## config.mk

```make
export PLATFORM = sky130hd
export DESIGN_NAME = teller_scheduler
export DESIGN_NICKNAME = d
export VERILOG_FILES = /design/src/rtl/teller_sched_pkg.sv /design/src/rtl/teller_scheduler_rr_arbiter.sv /design/src/rtl/teller_scheduler.sv
export SDC_FILE = /design/constraint.sdc
export NUM_CORES = 1
export LEC_CHECK = 0
export ABC_CLOCK_PERIOD_IN_PS = 2100
export CAP_MARGIN = 20
export CORE_UTILIZATION = 51
export CTS_CLUSTER_SIZE = 40
export DETAILED_ROUTE_END_ITERATION = 6
export GPL_TIMING_DRIVEN = 0
export PLACE_DENSITY = 0.75
export SYNTH_ARGS = -nofsm -noshare
export SYNTH_HDL_FRONTEND = slang
export SYNTH_SLANG_ARGS = --single-unit
```

## constraint.sdc

```tcl
create_clock -name clk -period 2.1 [get_ports clk]
set_input_delay 0.315 -clock clk [delete_from_list [all_inputs] [get_ports clk]]
set_output_delay 0.315 -clock clk [all_outputs]
set_load 0.03 [all_outputs]
```

## src/rtl/teller_sched_pkg.sv

```systemverilog
// Shared types and helpers for the teller scheduler: the control-state enum,
// the default teller-id width and a saturating popcount.
package teller_sched_pkg;

  localparam int unsigned T_DEFAULT = 4;
  localparam int unsigned TW        = $clog2(T_DEFAULT);

  typedef enum logic {
    S_READY = 1'b0,
    S_HOLD  = 1'b1
  } ctrl_state_e;

  // Number of set bits in v, clamped to the largest value representable in width bits.
  function automatic int unsigned popcount_sat(input logic [7:0] v, input int unsigned width);
    int unsigned cnt;
    int unsigned lim;
    cnt = 0;
    for (int unsigned b = 0; b < 8; b++) begin
      cnt = cnt + 32'(v[b]);
    end
    lim = (32'd1 << width) - 32'd1;
    return (cnt > lim) ? lim : cnt;
  endfunction

endpackage

```

## src/rtl/teller_scheduler_rr_arbiter.sv

```systemverilog
// Combinational round-robin pick: first requester at or above ptr, wrapping to 0.
module rr_arbiter
  import teller_sched_pkg::*;
#(
  parameter  int unsigned T   = T_DEFAULT,
  localparam int unsigned IDW = $clog2(T)
) (
  input  logic [T-1:0]   req,
  input  logic [IDW-1:0] ptr,
  output logic           gnt_valid,
  output logic [IDW-1:0] gnt_id
);

  always_comb begin
    int unsigned idx;
    idx       = 0;
    gnt_valid = 1'b0;
    gnt_id    = '0;
    for (int unsigned off = 0; off < T; off++) begin
      idx = (32'(ptr) + off) % T;
      if (!gnt_valid && req[IDW'(idx)]) begin
        gnt_valid = 1'b1;
        gnt_id    = IDW'(idx);
      end
    end
  end

endmodule

```

## src/rtl/teller_scheduler.sv

```systemverilog
// Dispatches the queue front to an open, idle teller with round-robin fairness,
// spaces grants by HOLD cycles and tracks per-teller busy state with a timeout.
module teller_scheduler
  import teller_sched_pkg::*;
#(
  parameter  int unsigned N     = 3,
  parameter  int unsigned T     = 4,
  parameter  int unsigned SVC_W = 6,
  parameter  int unsigned HOLD  = 3,
  localparam int unsigned IDW   = $clog2(T)
) (
  input  logic             clk,
  input  logic             reset_n,
  input  logic             empty_flag,
  input  logic [T-1:0]     teller_en,
  input  logic [T-1:0]     teller_done,
  input  logic [SVC_W-1:0] svc_limit,
  output logic             dequeue,
  output logic             grant_valid,
  output logic [IDW-1:0]   grant_id,
  output logic [T-1:0]     busy,
  output logic [T-1:0]     timeout,
  output logic [N-1:0]     Tcount
);

  localparam int unsigned HCW = (HOLD > 1) ? $clog2(HOLD) : 1;

  ctrl_state_e    state_q, state_d;
  logic [HCW-1:0] hold_cnt_q, hold_cnt_d;
  logic [IDW-1:0] ptr_q, ptr_d;
  logic           grant_q, grant_d;
  logic [IDW-1:0] grant_id_q, grant_id_d;
  logic [N-1:0]   tcount_q, tcount_d;

  logic           arb_valid;
  logic [IDW-1:0] arb_id;

  rr_arbiter #(.T(T)) u_arb (
    .req       (teller_en & ~busy),
    .ptr       (ptr_q),
    .gnt_valid (arb_valid),
    .gnt_id    (arb_id)
  );

  always_comb begin
    state_d    = state_q;
    hold_cnt_d = hold_cnt_q;
    ptr_d      = ptr_q;
    grant_d    = 1'b0;
    grant_id_d = grant_id_q;
    tcount_d   = N'(popcount_sat(8'(teller_en), N));
    case (state_q)
      S_READY: begin
        if (!empty_flag && arb_valid) begin
          grant_d    = 1'b1;
          grant_id_d = arb_id;
          ptr_d      = (arb_id == IDW'(T - 1)) ? '0 : arb_id + 1'b1;
          state_d    = S_HOLD;
          hold_cnt_d = HCW'(HOLD - 1);
        end
      end
      S_HOLD: begin
        if (hold_cnt_q == '0) begin
          state_d = S_READY;
        end else begin
          hold_cnt_d = hold_cnt_q - 1'b1;
        end
      end
      default: state_d = S_READY;
    endcase
  end

  always_ff @(posedge clk) begin
    if (reset_n) begin
      state_q    <= S_READY;
      hold_cnt_q <= '0;
      ptr_q      <= '0;
      grant_q    <= 1'b0;
      grant_id_q <= '0;
      tcount_q   <= '0;
    end else begin
      state_q    <= state_d;
      hold_cnt_q <= hold_cnt_d;
      ptr_q      <= ptr_d;
      grant_q    <= grant_d;
      grant_id_q <= grant_id_d;
      tcount_q   <= tcount_d;
    end
  end

  for (genvar i = 0; i < T; i++) begin : g_teller
    logic             busy_q, busy_d;
    logic             timeout_q, timeout_d;
    logic [SVC_W-1:0] timer_q, timer_d;

    // Completion beats timeout; a fresh grant to this teller overrides both.
    always_comb begin
      busy_d    = busy_q;
      timer_d   = timer_q;
      timeout_d = 1'b0;
      if (busy_q) begin
        if (teller_done[i]) begin
          busy_d  = 1'b0;
          timer_d = '0;
        end else if (svc_limit != '0 && timer_q == svc_limit - 1'b1) begin
          busy_d    = 1'b0;
          timer_d   = '0;
          timeout_d = 1'b1;
        end else begin
          timer_d = timer_q + 1'b1;
        end
      end
      if (grant_d && grant_id_d == IDW'(i)) begin
        busy_d  = 1'b1;
        timer_d = '0;
      end
    end

    always_ff @(posedge clk) begin
      if (reset_n) begin
        busy_q    <= 1'b0;
        timeout_q <= 1'b0;
        timer_q   <= '0;
      end else begin
        busy_q    <= busy_d;
        timeout_q <= timeout_d;
        timer_q   <= timer_d;
      end
    end

    assign busy[i]    = busy_q;
    assign timeout[i] = timeout_q;
  end

  assign dequeue     = grant_q;
  assign grant_valid = grant_q;
  assign grant_id    = grant_id_q;
  assign Tcount      = tcount_q;

endmodule

```

==> run metrics, run 1 <==
post-synthesis cell area=between 0.002 and 0.003 mm2; H-tree depth=2; hold path startpoint=grant_id[1]; # port buffers=28; Clock transition at path regs=roughly 90 ps; Die H=about 75 um; total number of vias=2,464; Slew headroom=0.574; Req. time, crit path=roughly 2300 ps; PnR Total Power=between 0.002 and 0.0025 W; Max Buffers Root-to-Sink=2; initial antenna violation count=0; I/O Pins=32; Setup crit end kind=flip-flop; CP max-delay cell=clkdlybuf4s50_1; number of global-route vias before repair=around 2,200; Final Setup Violations=0; largest fanout on the critical path=4; critical path class=in2reg; Slew @ Worst Pin=638 ps; Synth Warn #=0; final std cells w/o fill=roughly 430; clock root buffer=clkbuf_8; finished layout cell area=between 0.003 and 0.004 mm2; count of different cell masters after synthesis=59; Final Hold Viols=0; CTS sink cnt=43; leak pwr=between 1 and 1.5 nW; largest net degree at the start of global routing=14; Fin Setup TNS=0 ps; crit path cell chain=clkdlybuf4s50_1 -> or2b_4 -> a221oi_4 -> o21a_2 -> o31ai_4 -> a221o_1 -> nor3_2; Wirelength per Cell=15.3 um; power per cell area=approximately 620 mW/mm2; Die Width=approximately 75 um; Initial Utilization=0.528; Rows=26; fin crit share=0.988; post-DP HPWL=4450 um; number of synthesized flops with an enable pin=0; Tmin final=just over 2000 ps; Syn Area/Cell=around 8.7 um2; final WL=approximately 6600 um; asr flop ratio synth=0; Net Count, Synth=around 340; Critical Path Start=teller_en[1]; #FFs+latches synth=43; GPL Wtd Cong=0.869; Max Cap Viol=0; 1st-iter DRT viols=between 100 and 150; CP Data Arrival Time=about 2300 ps; Worst-Skew Late Latency=310 ps; post-placement cell area=0.00310 mm2; Top FF cell, synth=dfxtp_1; CP top delay family=compound AO/OA/AOI/OAI gates; clock buffer count from CTS=5; first-pass GRT wire length=just over 10,000 um; outcome=complete, no violations; synthesized instance count=between 300 and 400; worst flop-to-flop path startpoint=ptr_q[1]; average vias per placed instance=about 5.7; Diodes inserted=0; skew final=roughly 11 ps; Hold Path Class=reg2reg; sequential share of the synthesized area=0.319; RSZ-0062 raised after global routing=true; fmax=between 400 and 500 MHz; GRT Total Usage=0.244; drt pass-1 iters=4; nets=approximately 390; CP max stage delay=~480 ps; Worst setup SP type=primary input; DIE AREA=approximately 0.0056 mm2; Worst Path Buf+Inv=1; share of cells above drive strength 1=0.213; dpl cells=a little over 400; CTS tree=done; Max Slew Vio Count=0; core area=a little over 0.005 mm2; area delta synth->final=30.4%; drt drc=0; final hold slack=about 460 ps; DRT antenna net count=0; grt total ovfl=0; Max rail drop VDD=around 0.32 mV
sequential cells by signal (all words and copies together), names as in the netlist, 2 cells and up:
name and count:
grant_id 2, Tcount 3, g_teller.busy_q 4, g_teller.timer_q 24, hold_cnt_q 2, g_teller.timeout_q 4, ptr_q 2
worst paths after layout:
kind	slack [ps]	depth (start not counted)	endpoint
worst min-delay path	460	2	grant_id[1]
worst max register to register	50	8	g_teller[1].timer_q[1]
worst min register to register	460	2	grant_id[1]
worst max-delay path	20	7	g_teller[0].timer_q[2]
kinds of logic (layout without fill, tap and decap cells):
kind of cell | count (synthesis) | after routing | synth area share
simple gates | 117 | 117 | 0.245
xor+xnor | 31 | 31 | 0.124
flops | 43 | 43 | 0.319
fa+ha+maj | 9 | 9 | 0.0445
compound gates | 70 | 70 | 0.189
mux | 3 | 3 | 0.0116
buf+inv | 38 | 88 | 0.0668
cell usage after synthesis, types with 2 or more instances:
cell | instances | area share
mux2i_1 | 2 | 0.0074
a221oi_1 | 3 | 0.0097
xnor2_1 | 24 | 0.078
o2111ai_1 | 2 | 0.0065
nor4_1 | 9 | 0.021
dfxtp_1 | 43 | 0.32
nor3b_1 | 3 | 0.0084
a211oi_1 | 4 | 0.011
a21o_1 | 3 | 0.0084
a21oi_1 | 10 | 0.019
a31oi_1 | 6 | 0.014
nand2b_1 | 3 | 0.0070
and4_1 | 3 | 0.0097
nor3_1 | 8 | 0.015
xnor3_1 | 4 | 0.033
nor3_2 | 2 | 0.0074
nand3_1 | 16 | 0.030
nand2_1 | 19 | 0.026
inv_1 | 20 | 0.028
nor2_1 | 22 | 0.031
nor2b_1 | 7 | 0.016
buf_2 | 3 | 0.0056
o21ai_1 | 2 | 0.0037
and3_1 | 12 | 0.028
buf_4 | 9 | 0.025
o21ai_0 | 21 | 0.039
or3_1 | 2 | 0.0046
o31ai_2 | 2 | 0.0093
ha_1 | 8 | 0.037
xor2_1 | 2 | 0.0065
clkbuf_1 | 6 | 0.0084
nand3b_1 | 2 | 0.0056
nor4b_1 | 2 | 0.0065
o21a_1 | 2 | 0.0056
tightest hold or removal path: cells and delay by family, from the launching register on:
kind | cells | cell delay [ps]
flops | 1 | 320
simple gates | 1 | 50
compound gates | 1 | 50
metrics by stage:
stage	utilization	setup WS [ps]
2_1_floorplan	-	21.7
3_3_place_gp	0.606	-681
3_5_place_dp	0.606	-670
4_1_cts	0.665	8.81
5_1_grt	0.688	-31.6
6_report	0.688	24.4
repair_timing:
action                     4_1_cts  5_1_grt
gates resized for setup         22       22
buffers inserted                11        3
pin swaps                        6       10
setup endpoints to repair       31       17
hold buffers                     0        0
per-layer routing:
| layer | GRT usage | part of all wire | wire length [um] | vias to the layer above |
|---|---|---|---|---|
| met5 | 0 | 0 | 0 | - |
| met4 | 0.0964 | 0.015 | 99 | 0 |
| met3 | 0.0535 | 0.029 | 189 | 8 |
| met2 | 0.415 | 0.50 | 3330 | 46 |
| met1 | 0.301 | 0.45 | 2980 | 1198 |
| li1 | - | - | - | 1212 |
cells in the final DEF, fill, tap and decap left out, drive strengths merged, types with 6 or more instances in the layout:
cell type,Yosys,routed
a31oi,6,6
inv,20,20
nand2,19,19
xnor2,25,25
and3,12,12
ha,8,8
a21oi,10,10
dfxtp,43,43
clkdlybuf4s50,0,24
nor3,10,10
nand3,16,16
nor2,22,22
nor4,9,9
clkbuf,6,13
o21ai,23,23
nor2b,7,7
buf,12,26
report_power, final:
part	leakage [nW]	switching, W	internal, W
Sequential	0.351	0.0000359	0.000843
Combinational	0.917	0.000287	0.000245
Clock	0.0654	0.000300	0.000476
Total	1.33	0.000623	0.00156
cell type report:
class / count / area (um2)
Timing Repair Buffer: 42 / 387
Clock inverter: 2 / 60.1
Sequential cell: 43 / 867
Multi-Input combinational cell: 230 / 1860
Clock buffer: 6 / 72.6
Inverter: 20 / 75.1
Tap cell: 70 / 87.6
Buffer: 18 / 109
Fill cell: 417 / 1590
Note: power is estimated with default switching activity, not from simulation.
==> run 2: changes to the inputs <==
Settings changed: CORE_UTILIZATION 51 to 35, PLACE_DENSITY 0.75 to 0.54, SETUP_SLACK_MARGIN from default to 0.5.
==> run metrics, run 2 (same netlist as run 1, synthesis figures left out) <==
outcome=complete, no violations (unchanged); number of global-route vias before repair=2,407 (was 2,209); I/O Pins=32 (unchanged); core area=0.00733 mm2 (was 0.00511 mm2); Final Setup Violations=0 (unchanged); Max Buffers Root-to-Sink=2 (unchanged); post-DP HPWL=4700 um (was 4450 um); Slew @ Worst Pin=389 ps (was 638 ps); nets=416 (was 386); drt pass-1 iters=4 (unchanged); DRT antenna net count=0 (unchanged); first-pass GRT wire length=11,700 um (was 10,200 um); H-tree depth=2 (unchanged); 1st-iter DRT viols=81 (was 109); clock buffer count from CTS=5 (unchanged); average vias per placed instance=5.12 (was 5.72); Top Metal Used=met4 (unchanged); Clock transition at path regs=90 ps (about the same); share of cells above drive strength 1=0.384 (was 0.213); total number of vias=2,507 (was 2,464); Max Cap Viol=0 (unchanged); Final Hold Viols=0 (unchanged); Req. time, crit path=2320 ps (about the same); commonest non-fill, non-tap cell in the layout=buf_4 (was dfxtp_1); clock root buffer=clkbuf_8 (unchanged); leak pwr=1.64 nW (was 1.33 nW); GRT Total Usage=0.182 (was 0.244); post-placement cell area=0.00323 mm2 (was 0.00310 mm2); skew final=8.27 ps (was 11.1 ps); largest net degree at the start of global routing=13 (was 14); fin crit share=0.924 (was 0.988); Place WS=-512 ps (was -670 ps); WL met3=217 um (was 189 um); # port buffers=28 (unchanged); Top Registers=g_teller.timer_q x24, g_teller.busy_q x4, g_teller.timeout_q x4 (unchanged); Worst setup SP type=flip-flop (was primary input); Die H=89.8 um (was 74.7 um); setup ws final=160 ps (was 24.4 ps); PnR Total Power=0.00211 W (was 0.00219 W); max reg flops=24 (unchanged); M1 WL=3400 um (was 2980 um); fmax=515 MHz (was 482 MHz); Tmin final=1940 ps (was 2080 ps); final WL=7260 um (was 6600 um); Worst-Skew Late Latency=300 ps (was 310 ps); Slew headroom=0.741 (was 0.574); grt total ovfl=0 (unchanged); initial antenna violation count=0 (unchanged); RSZ-0062 raised after global routing=true (unchanged); Diodes inserted=0 (unchanged); CTS sink cnt=43 (unchanged); critical path class=reg2reg (was in2reg); Wirelength per Cell=14.8 um (was 15.3 um); Biggest register=g_teller.timer_q (unchanged); Rows=31 (was 26); Fillers=670 (was 417); drt drc=0 (unchanged); largest fanout on the critical path=4 (unchanged); area delta synth->final=49.7% (was 30.4%); DIE AREA=0.00806 mm2 (was 0.00558 mm2); CTS tree=done (unchanged); Hold Path Class=reg2reg (unchanged); CP Data Arrival Time=2160 ps (was 2300 ps); Die Width=89.8 um (was 74.7 um); GPL Wtd Cong=0.814 (was 0.869); Initial Utilization=0.368 (was 0.528); Max rail drop VDD=0.343 mV (was 0.325 mV); most frequent cells in the layout=40 x buf_4, 35 x dfxtp_1, 21 x o21ai_0 (was 40 x dfxtp_1, 24 x clkdlybuf4s50_1, 22 x buf_4, 22 x xnor2_1, 22 x nor2_1); Max Slew Vio Count=0 (unchanged); Setup crit end kind=flip-flop (unchanged); met2 routed WL=3590 um (was 3330 um); power per cell area=522 mW/mm2 (was 622 mW/mm2); finished layout cell area=0.00404 mm2 (was 0.00352 mm2)
[run 2: layout make-up]
class                      instances  area, um2  share of cell area
buffer                            18        134              0.0332
clock inverter                     1       5.00             0.00124
multi-input combinational        230       2100               0.521
sequential                        43        878               0.218
inverter                          20       80.1              0.0198
tap                               99        124              0.0307
timing repair buffer              72        636               0.157
clock buffer                       7       76.3              0.0189
[run 2: worst max-delay path, cell delays in order, from the launching register on]
cell and delay, ps:
dfxtp_4 360, or2b_4 280, a221oi_4 330, o21a_1 230, o31ai_4 90, a221o_1 370, nor3_1 210
[run 2: repair_timing]
item,4_1_cts,5_1_grt
resized for setup,99,34
buffers inserted,34,10
pin swaps,37,17
endpoints found under the setup margin,55,44
hold buffers,0,0
[run 2: where the power goes]
part	internal, W	switching [W]	leakage, nW
Sequential	0.000843	0.0000291	0.353
Combinational	0.000347	0.000361	1.24
Clock	0.000234	0.000293	0.0422
[run 2: stage by stage]
step / setup TNS [ps] / hold WS (ps) / instances / utilization
floorplan: 0 / 391 / 311 / -
global placement: -12860 / 445 / 438 / 0.441
detailed placement: -12420 / 453 / 438 / 0.441
CTS: 0 / 464 / 480 / 0.526
global route: 0 / 519 / 490 / 0.551
finish: 0 / 464 / 490 / 0.551
[run 2: metal layers]
metal / track usage / up-vias
li1: - / 1270
met1: 0.237 / 1201
met2: 0.309 / 30
met3: 0.0364 / 6
met4: 0.0410 / 0
met5: 0 / -
[run 2: path summary, 6_finish.rpt]
check | startpoint | to | slack [ps] | depth (start not counted)
max reg2reg | g_teller[1].busy_q | g_teller[0].timer_q[2] | 160 | 6
min | grant_id[1] | grant_id[1] | 460 | 2
min reg2reg | grant_id[1] | grant_id[1] | 460 | 2
max | g_teller[1].busy_q | g_teller[0].timer_q[2] | 160 | 6
==> run 3: changes to the inputs <==
Settings changed: GPL_TIMING_DRIVEN 0 to default.
==> run metrics, run 3 (same netlist as run 1, synthesis figures left out) <==
setup ws final=216 ps (was 160 ps); commonest non-fill, non-tap cell in the layout=buf_4 (unchanged); Die H=89.8 um (unchanged); Max rail drop VDD=0.239 mV (was 0.343 mV); Worst-Skew Late Latency=290 ps (was 300 ps); first-pass GRT wire length=11,600 um (was 11,700 um); fmax=531 MHz (was 515 MHz); final WL=6990 um (was 7260 um); Wirelength per Cell=14.5 um (was 14.8 um); Max Slew Vio Count=0 (unchanged); nets=410 (was 416); CP Data Arrival Time=2080 ps (was 2160 ps); clock root buffer=clkbuf_8 (unchanged); Slew headroom=0.675 (was 0.741); largest net degree at the start of global routing=20 (was 13); Top Metal Used=met4 (unchanged); critical path class=reg2reg (unchanged); Die Width=89.8 um (unchanged); clock buffer count from CTS=5 (unchanged); 1st-iter DRT viols=58 (was 81); Diodes inserted=0 (unchanged); leak pwr=1.60 nW (was 1.64 nW); Sequential cell area=871 um2 (was 878 um2); RSZ-0062 raised after global routing=true (unchanged); CP max stage delay=340 ps (was 370 ps); DRT antenna net count=0 (unchanged); drt drc=0 (unchanged); Hold Path Class=reg2reg (unchanged); GRT Total Usage=0.176 (was 0.182); number of global-route vias before repair=2,414 (was 2,407); CP max-delay cell=dfxtp_2 (was a221o_1); CTS sink cnt=43 (unchanged); Max Cap Viol=0 (unchanged); Place WS=-409 ps (was -512 ps); skew final=5.66 ps (was 8.27 ps); Setup crit end kind=flip-flop (unchanged); H-tree depth=2 (unchanged); Tmin final=1880 ps (was 1940 ps); Slew @ Worst Pin=487 ps (was 389 ps); Worst Path Buf+Inv=1 (was 0); drt pass-1 iters=4 (unchanged); outcome=complete, no violations (unchanged); area of the multi-input gates=0.00198 mm2 (was 0.00210 mm2); Req. time, crit path=2290 ps (was 2320 ps); I/O Pins=32 (unchanged); average vias per placed instance=5.17 (was 5.12); Clock transition at path regs=80 ps (was 90 ps); largest fanout on the critical path=5 (was 4); initial antenna violation count=0 (unchanged); total number of vias=2,496 (was 2,507); WL met3=158 um (was 217 um); most frequent cells in the layout=44 x buf_4, 37 x dfxtp_1, 21 x o21ai_0 (was 40 x buf_4, 35 x dfxtp_1, 21 x o21ai_0); GPL Wtd Cong=0.848 (was 0.814); CTS tree=done (unchanged); # port buffers=31 (was 28); Final Hold Viols=0 (unchanged); CP top delay family=compound AO/OA/AOI/OAI gates (unchanged); Max Buffers Root-to-Sink=2 (unchanged); share of cells above drive strength 1=0.346 (was 0.384); Initial Utilization=0.368 (unchanged); met2 routed WL=3330 um (was 3590 um); Final Setup Violations=0 (unchanged); Rows=31 (unchanged); M1 WL=3420 um (was 3400 um); Fillers=690 (was 670); post-DP HPWL=5180 um (was 4700 um); power per cell area=527 mW/mm2 (was 522 mW/mm2); max reg flops=24 (unchanged); Fin Setup TNS=0 ps (unchanged); Biggest register=g_teller.timer_q (unchanged); core area=0.00733 mm2 (unchanged); Worst setup SP type=flip-flop (unchanged); DIE AREA=0.00806 mm2 (unchanged); Top Registers=g_teller.timer_q x24, g_teller.busy_q x4, g_teller.timeout_q x4 (unchanged); grt total ovfl=0 (unchanged); area delta synth->final=43.7% (was 49.7%); fin crit share=0.897 (was 0.924); post-route core utilization=0.529 (was 0.551); crit path cell chain=or2b_4 -> a221oi_4 -> o21ai_4 -> o41ai_4 -> buf_4 -> nor3b_1 -> a21o_1 (was or2b_4 -> a221oi_4 -> o21a_1 -> o31ai_4 -> a221o_1 -> nor3_1)
## run 3: tightest hold or removal path, cell delays in order, from the launching register on
cell and delay [ps]:
dfxtp_1 310, nand2_1 50, a21oi_1 50
## run 3: report_power, final
| part | leakage [nW] | switching [W] | internal [W] |
|---|---|---|---|
| registers | 0.352 | 0.0000281 | 0.000845 |
| clock network | 0.0470 | 0.000285 | 0.000259 |
| logic | 1.20 | 0.000318 | 0.000307 |
| total | 1.60 | 0.000631 | 0.00141 |
## run 3: final timing paths
check                                         from                     end  slack (ps)  cells past startpoint
worst min register to register         grant_id[1]             grant_id[1]         460                      2
worst min-delay path                   grant_id[1]             grant_id[1]         460                      2
worst max-delay path            g_teller[1].busy_q  g_teller[1].timer_q[1]         220                      7
worst max register to register  g_teller[1].busy_q  g_teller[1].timer_q[1]         220                      7
## run 3: per-stage QoR
stage,cell area [um2],std cells,total power [W],hold slack (ps)
after floorplan,2830,311,0.00122,391
after global placement,3450,465,0.00142,444
after detailed placement,3450,465,0.00142,451
after CTS,3780,483,0.00204,461
after global routing,3870,483,0.00214,496
final,3870,483,0.00204,456
## run 3: cell type report
class / count / area share
multi-input cells: 230 / 0.511
inverters: 20 / 0.0207
repair buffers: 84 / 0.189
flip-flops and latches: 43 / 0.225
well taps: 99 / 0.0320
clock inverters: 1 / 0.00129
clock buffers: 6 / 0.0213
## run 3: repair_timing
| item | 4_1_cts | 5_1_grt |
|---|---|---|
| endpoints found under the setup margin | 51 | 46 |
| buffers inserted | 11 | 0 |
| hold buffers | 0 | 0 |
| pin swaps | 30 | 16 |
| gates resized for setup | 74 | 32 |
## run 3: routing by layer
layer / GRT usage / vias up
met2: 0.292 / 31
met5: 0 / -
met1: 0.238 / 1196
li1: - / 1260
met3: 0.0228 / 9
met4: 0.0546 / 0
